<file path="config.mk">
export PLATFORM = sky130hd
export DESIGN_NAME = unified_mem_arbiter
export DESIGN_NICKNAME = d
export VERILOG_FILES = /design/src/rtl/unified_mem_arbiter.sv
export SDC_FILE = /design/constraint.sdc
export NUM_CORES = 1
export LEC_CHECK = 0
export CAP_MARGIN = 20
export CORE_ASPECT_RATIO = 0.7
export CORE_MARGIN = 2
export CORE_UTILIZATION = 41
export CTS_CLUSTER_DIAMETER = 150
export DETAILED_ROUTE_END_ITERATION = 7
export HOLD_SLACK_MARGIN = 0.06
export MAX_ROUTING_LAYER = met4
export PLACE_DENSITY_LB_ADDON = 0.08
export SETUP_SLACK_MARGIN = 0.02
export SLEW_MARGIN = 20
export SYNTH_ARGS = -nofsm -noshare
export SYNTH_HDL_FRONTEND = slang
export SYNTH_SLANG_ARGS = --single-unit
</file>
<file path="constraint.sdc">
create_clock -name clk_i -period 2.2 [get_ports clk_i]
set_input_delay 0.33 -clock clk_i [delete_from_list [all_inputs] [get_ports clk_i]]
set_output_delay 0.33 -clock clk_i [all_outputs]
set_load 0.01 [all_outputs]
</file>
<file path="src/rtl/unified_mem_arbiter.sv">
// Arbitrates IF fetches and MEM loads/stores onto one req/ack memory port; ARB_ROUND_ROBIN_EN selects round-robin grant.
// Latency: done 1 cycle after m_ack (>=2 cycles from request); requesters hold req until done, no queueing.
module unified_mem_arbiter #(
   parameter int ADDR_W   = 32,
   parameter int DATA_W   = 32,
   parameter int WAIT_MAX = 16
) (
   input  logic              clk_i,
   input  logic              reset_i,
   input  logic              if_req_i,
   input  logic [ADDR_W-1:0] if_addr_i,
   output logic [DATA_W-1:0] if_rdata_o,
   output logic              if_done_o,
   input  logic              d_req_i,
   input  logic              d_we_i,
   input  logic [ADDR_W-1:0] d_addr_i,
   input  logic [DATA_W-1:0] d_wdata_i,
   output logic [DATA_W-1:0] d_rdata_o,
   output logic              d_done_o,
   output logic              m_req_o,
   output logic              m_we_o,
   output logic [ADDR_W-1:0] m_addr_o,
   output logic [DATA_W-1:0] m_wdata_o,
   input  logic [DATA_W-1:0] m_rdata_i,
   input  logic              m_ack_i,
   output logic              err_o,
   output logic              busy_o
);

   localparam int CNT_W = (WAIT_MAX > 0) ? $clog2(WAIT_MAX + 1) : 1;

   typedef enum logic [1:0] {S_IDLE, S_BUSY, S_RESP} state_t;

   state_t              state_q, state_d;
   logic                owner_q, owner_d;      // 1 = data port, 0 = fetch port
   logic [CNT_W-1:0]    cnt_q, cnt_d;
   logic                m_we_q, m_we_d;
   logic [ADDR_W-1:0]   m_addr_q, m_addr_d;
   logic [DATA_W-1:0]   m_wdata_q, m_wdata_d;
   logic [DATA_W-1:0]   if_rdata_q, if_rdata_d;
   logic [DATA_W-1:0]   d_rdata_q, d_rdata_d;
   logic                err_q, err_d;
   logic                grant_d;
   logic                timeout;

`ifdef ARB_ROUND_ROBIN_EN
   logic                last_owner_q, last_owner_d;

   always_ff @(posedge clk_i or negedge reset_i) begin
      if (!reset_i) last_owner_q <= 1'b0;
      else          last_owner_q <= last_owner_d;
   end

   always_comb begin
      last_owner_d = last_owner_q;
      if (state_q == S_RESP) last_owner_d = owner_q;
   end

   // On contention the port that did not go last wins; a lone requester always wins.
   assign grant_d = (d_req_i && if_req_i) ? ~last_owner_q : d_req_i;
`else
   assign grant_d = d_req_i;
`endif

   assign timeout = (WAIT_MAX != 0) && (cnt_q == CNT_W'(WAIT_MAX - 1));

   always_ff @(posedge clk_i or negedge reset_i) begin
      if (!reset_i) begin
         state_q    <= S_IDLE;
         owner_q    <= 1'b0;
         cnt_q      <= '0;
         m_we_q     <= 1'b0;
         m_addr_q   <= '0;
         m_wdata_q  <= '0;
         if_rdata_q <= '0;
         d_rdata_q  <= '0;
         err_q      <= 1'b0;
      end else begin
         state_q    <= state_d;
         owner_q    <= owner_d;
         cnt_q      <= cnt_d;
         m_we_q     <= m_we_d;
         m_addr_q   <= m_addr_d;
         m_wdata_q  <= m_wdata_d;
         if_rdata_q <= if_rdata_d;
         d_rdata_q  <= d_rdata_d;
         err_q      <= err_d;
      end
   end

   always_comb begin
      state_d    = state_q;
      owner_d    = owner_q;
      cnt_d      = cnt_q;
      m_we_d     = m_we_q;
      m_addr_d   = m_addr_q;
      m_wdata_d  = m_wdata_q;
      if_rdata_d = if_rdata_q;
      d_rdata_d  = d_rdata_q;
      err_d      = err_q;
      case (state_q)
         S_IDLE: begin
            if (d_req_i || if_req_i) begin
               owner_d = grant_d;
               cnt_d   = '0;
               state_d = S_BUSY;
               if (grant_d) begin
                  m_we_d    = d_we_i;
                  m_addr_d  = d_addr_i;
                  m_wdata_d = d_we_i ? d_wdata_i : '0;
               end else begin
                  m_we_d    = 1'b0;
                  m_addr_d  = if_addr_i;
                  m_wdata_d = '0;
               end
            end
         end
         S_BUSY: begin
            if (cnt_q != {CNT_W{1'b1}}) cnt_d = cnt_q + CNT_W'(1);
            // Ack takes precedence over a timeout landing in the same cycle.
            if (m_ack_i) begin
               err_d   = 1'b0;
               state_d = S_RESP;
               if (owner_q && !m_we_q) d_rdata_d  = m_rdata_i;
               else if (!owner_q)      if_rdata_d = m_rdata_i;
            end else if (timeout) begin
               err_d   = 1'b1;
               state_d = S_RESP;
            end
         end
         S_RESP: begin
            cnt_d   = '0;
            state_d = S_IDLE;
         end
         default: state_d = S_IDLE;
      endcase
   end

   assign m_req_o    = (state_q == S_BUSY);
   assign m_we_o     = m_we_q;
   assign m_addr_o   = m_addr_q;
   assign m_wdata_o  = m_wdata_q;
   assign if_rdata_o = if_rdata_q;
   assign d_rdata_o  = d_rdata_q;
   assign if_done_o  = (state_q == S_RESP) && !owner_q;
   assign d_done_o   = (state_q == S_RESP) && owner_q;
   assign err_o      = (state_q == S_RESP) && err_q;
   assign busy_o     = (state_q != S_IDLE);

endmodule

</file>
# Yosys cells after proc, flatten, opt, wreduce, memory -nomap -nowiden
# Index checks and enable logic that the tools add are counted.
[totals] reg_bits=138 latchBits=0 ram_bits=0 mem_bits_ro=0 input_bits=134 output_inout_bits=134 elab_cells=49 mem_count=0
[op_classes] add_sub_neg=1 multipliers=0 div_mod_pow=0 n_lt_le_gt_ge=0 eq_ne=7 shift=0 mux=13 n_bitwise=2 n_reduce_logical=17
[ops] operator="$mux W32" n=3
[ops] operator="$pmux W5 S3" n=1
[ops] operator="$mux W5" n=2
[ops] operator="$mux W2" n=3
[ops] operator="$reduce_and A2 Y1" n=3
[ops] operator="$reduce_and A3 Y1" n=2
[ops] operator="$add A5 B1 Y5 const B" n=1
[ops] operator="$eq A5 B4 Y1 const B" n=1
[ops] operator="$ne A5 B5 Y1 const B" n=1
[ops] operator="$logic_and A1 B1 Y1" n=4
[ops] operator="$pmux W2 S2" n=1
[ops] operator="$reduce_and A4 Y1" n=1
[ops] operator="$reduce_bool A2 Y1" n=2
[ops] operator="$mux W1" n=3
[ops] operator="$ne A3 B1 Y1 const B" n=1
[ops] operator="$reduce_bool A3 Y1" n=1
[ops] operator="$eq A2 B1 Y1 const B" n=1
[ops] operator="$eq A2 B2 Y1 const B" n=1
[ops] operator="$logic_not A1 Y1" n=2
[ops] operator="$logic_not A2 Y1" n=1
[ops] operator="$ne A2 B1 Y1 const B" n=1
[ops] operator="$ne A2 B2 Y1 const B" n=1
[ops] operator="$not A1 Y1" n=2
[ops] operator="$logic_or A1 B1 Y1" n=1

# Logic depth before layout (Yosys ltp)
[depth] word_depth=4 mapped_depth=6

# Worst setup path before layout
# OpenSTA, ideal clock, no wires.
[synth_path] path_type="reg-to-reg" startpoint="register state_q[1]" endpoint="register d_rdata_q[10], in the netlist d_rdata_o[10]" arrival_time_ns=1.545 required_ns=2.075 path_slack_ns=0.530 path_stages_with_launch=6 path_buffers=2 period_less_slack_ns=1.670 cell_sequence="dfrtp_1 -> buf_6 -> nand3b_1 -> nor3b_2 -> buf_6 -> mux2_2"
[synth_via] elab_chain_cells=2
[synth_lines] element="start, declared" line_no="34" text="state_t state_q, state_d;"
[synth_lines] element="start signal, assigned" line_no="79" text="state_q <= state_d;"
[synth_lines] element="$eq A2 B1 Y1" line_no="101" text="case (state_q)"
[synth_lines] element="$reduce_and A3 Y1 (no line)"
[synth_lines] element="end signal, assigned" line_no="86" text="d_rdata_q <= d_rdata_d;"
[synth_lines] element="end, declared" line_no="41" text="logic [DATA_W-1:0] d_rdata_q, d_rdata_d;"
# No other way between the ends.
# A chain may end at the register's enable or synchronous reset.

# Final worst setup path
[layout_path] startpoint="register state_q[0]" endpoint="output port d_done_o"
[layout_via] elab_chain_cells=2
[layout_lines] element="$eq A2 B2 Y1" line_no="146" text="assign d_done_o = (state_q == S_RESP) && owner_q;"
[layout_lines] element="$logic_and A1 B1 Y1" line_no="146"
[layout_lines] element="end, declared" line_no="19" text="output logic d_done_o,"
# No other way between the ends.

==> impl_metrics.csv <==
group,metric,value,unit
logic_synthesis,yosys.area.top_type_share,61.4,%
sta,skew,0.00881,ns
logic_synthesis,syn_inst,364,
layout,drive_gt1_share,27.3,%
floorplanning,io_pins,268,
logic_synthesis,synth_edf_count,0,
grt,grt_pass1_vias,4548,
sta,tightest_slew,0.410,ns
pwr,swShare,29.3,%
sta,tns,0,ns
grt,grt_use_met3,7.64,%
place,port_buffers,267,
floorplanning,fp.dieH,102,µm
floorplanning,core_area,13300,µm²
layout,final_cell_mix,"clkdlybuf4s50_1 (266), dfrtp_1 (136), mux2_2 (128)",
clock_network,clock-sinks,138,
drt,viasPerCell,4.91,
layout,area_delta_synth_final,63.6,%
grt,grt_max_degree,52,
grt,antenna_found_initial,0,
layout,fillers,964,
sta,timing.final.crit_share,94.5,%
pwr,seqPwrFrac,34.4,%
clock_network,h-tree-depth,4,
pwr,ir_drop,0.613,mV
critical_path,path_max_fanout,8,
floorplanning,start_util,42.4,%
logic_synthesis,syn-num-nets,501,
layout,antenna_cells,0,
layout,instances_no_fill,838,
clock_network,clock_latency,0.40,ns
layout,layout_commonest_cell,"clkdlybuf4s50_1",
sta,setup_violations,0,
grt,grt.met1_usage,24.6,%
outcome,status,"finished clean",
critical_path,path_class,"register to output pin",
clock_network,clk_pin_slew,0.06,ns
grt,met2_usage,35.3,%
place,dp_cells,805,
drt,dr_total_vias,4113,
critical_path,rr_startpoint,"cnt_q[0]",
hold_path,hp-class,"input pin to asynchronous set/reset pin",
clock_network,root_buffer,"clkbuf_16",
layout,fin_nets,777,
logic_synthesis,synth.distinct_cells,30,
grt,top_usage_layer,"met2",
drt,wl_per_cell,17.8,µm
logic_synthesis,synth-seq-cells,138,
pwr,p_clk_share,23.4,%
floorplanning,row_count,35,
logic_synthesis,ys.warnings.count,0,
place,dpl.hpwl,10.9,mm
pwr,pwr-share-comb,42.2,%
drt,drt_first_pass_iters,4,
floorplanning,dieArea,14700,µm²
logic_synthesis,ys_seq_area_share,61.4,%
clock_network,cts_buffers,17,
drt,totalWireLength,14.9,mm
logic_synthesis,syn_area_per_cell,15.4,µm²
logic_synthesis,synthFlopType,"dfrtp_1",
grt,overflow,0,
logic_synthesis,synthTopCellsByArea,"dfrtp_1 (61%), mux2_2 (26%), a22o_1 (5.3%)",
clock_network,cts.path.max_buffers,2,
sta,post-route-min-period,2.08,ns
sta,max_freq,481,MHz
grt,grt_pass1_wl,23.3,mm
logic_synthesis,yosys.area.top_type,"dfrtp_1",
logic_synthesis,ys_async_sr_fraction,100,%
critical_path,worstSetupStartpoint,"state_q[0]",
sta,finalHoldViolCount,0,
layout,regArea,3460,µm²
critical_path,startpoint_type,"register",
place,placed_area,8550,µm²
drt,drtIter0Drc,97,
critical_path,reg2reg_depth,6,
critical_path,worstPathRequired,1.87,ns
place,routabilityCongestion,0.719,
floorplanning,die-width,144,µm
drt,drc_errors,0,
sta,slew_headroom,72.6,%
critical_path,worstPathArrival,1.75,ns
layout,fin_area,9190,µm²
drt,ant_nets,0,
layout,multi_input_area,2040,µm²
pwr,p_int,0.00911,W
sta,maxSlewViolCount,0,
flow_run,drv_cap,0,
pwr,total_power,0.0129,W
pwr,power.leakage,3.85,nW
grt,grtUsageTotal,21.4,%
sta,rsz0062_at_grt,"false",
logic_synthesis,syn_area,5620,µm²
pwr,powerDensity,1400,nW/µm²
pwr,p_switching,0.00377,W
critical_path,endpoint_kind,"output pin",
clock_network,cts_tree,"yes",
[layer usage]
metal / wire length, µm / vias up
li1: - / 1876
met1: 6050 / 2049
met2: 7260 / 164
met3: 1320 / 24
met4: 286 / 0
met5: 0 / -
[path summary, 6_finish.rpt]
kind | end | slack, ns
worst min-delay path | m_wdata_o[0] | 0.39
worst max-delay path | d_done_o | 0.12
min in group clk_i | m_wdata_o[1] | 0.50
worst min register to register | m_wdata_o[1] | 0.50
max in group asynchronous | m_wdata_o[8] | 1.05
worst max register to register | cnt_q[3] | 0.40
[cell usage after synthesis, types with 2 or more instances]
cell,count
o21ai_0,4
ha_1,3
clkbuf_1,4
a21oi_1,2
nand3b_1,2
dfrtp_1,138
buf_6,5
xnor2_1,2
and3_1,2
and3_2,2
mux2i_1,2
buf_4,3
nor3b_1,2
mux2_2,128
a22o_1,34
nor2_1,3
buf_2,10
inv_1,3
nand2_1,4
[registers in the layout, summed over array words and instances, names as in the netlist]
| name | cells |
|---|---|
| state_q | 2 |
| m_addr_o | 32 |
| d_rdata_o | 32 |
| m_we_o | 1 |
| owner_q | 1 |
| err_q | 1 |
| m_wdata_o | 32 |
| cnt_q | 5 |
| if_rdata_o | 32 |
[metrics by stage]
stage / hold slack [ns] / utilization (%) / setup slack (ns)
floorplan: 0.0344 / - / 0.530
global placement: 0.254 / 64.5 / 0.169
detailed placement: 0.261 / 64.5 / 0.141
CTS: 0.391 / 69.3 / 0.0816
global route: 0.431 / 69.3 / 0.0578
finish: 0.395 / 69.3 / 0.121
[critical path, cell delays in order, from the launching register on]
cell and delay [ns]:
dfrtp_2 0.46, inv_2 0.14, and3_2 0.18, clkdlybuf4s50_1 0.57
[final cells by class]
| cell class | count | share of cell area (%) |
|---|---|---|
| flip-flops and latches | 138 | 37.6 |
| repair buffers | 279 | 30.8 |
| multi-input cells | 201 | 22.2 |
| clock buffers | 22 | 5.05 |
| well taps | 185 | 2.52 |
| clock inverters | 10 | 1.80 |
| inverters | 3 | 0.122 |
[repair_timing]
item                                    4_1_cts  5_1_grt
setup buffers                                 0        0
resized for setup                             1        2
endpoints found under the setup margin        2        4
hold buffers                                  1        0
endpoints found under the hold margin        36        0
[logic make-up after synthesis]
| kind of cell | after synthesis | synth area share (%) |
|---|---|---|
| xor+xnor | 2 | 0.312 |
| fa+ha+maj | 3 | 0.668 |
| mux | 130 | 26.0 |
| simple gates | 21 | 2.34 |
| compound gates | 45 | 6.48 |
| buf+inv | 25 | 2.76 |
| flops | 138 | 61.4 |
[power groups by stage]
stage	Combinational (W)	Clock (W)	Sequential, W
floorplan	0.00182	0	0.00489
global placement	0.00540	0	0.00437
detailed placement	0.00550	0	0.00443
CTS	0.00552	0.00308	0.00443
global route	0.00578	0.00320	0.00459
finish	0.00543	0.00302	0.00442
Note: power is estimated with default switching activity, not from simulation.
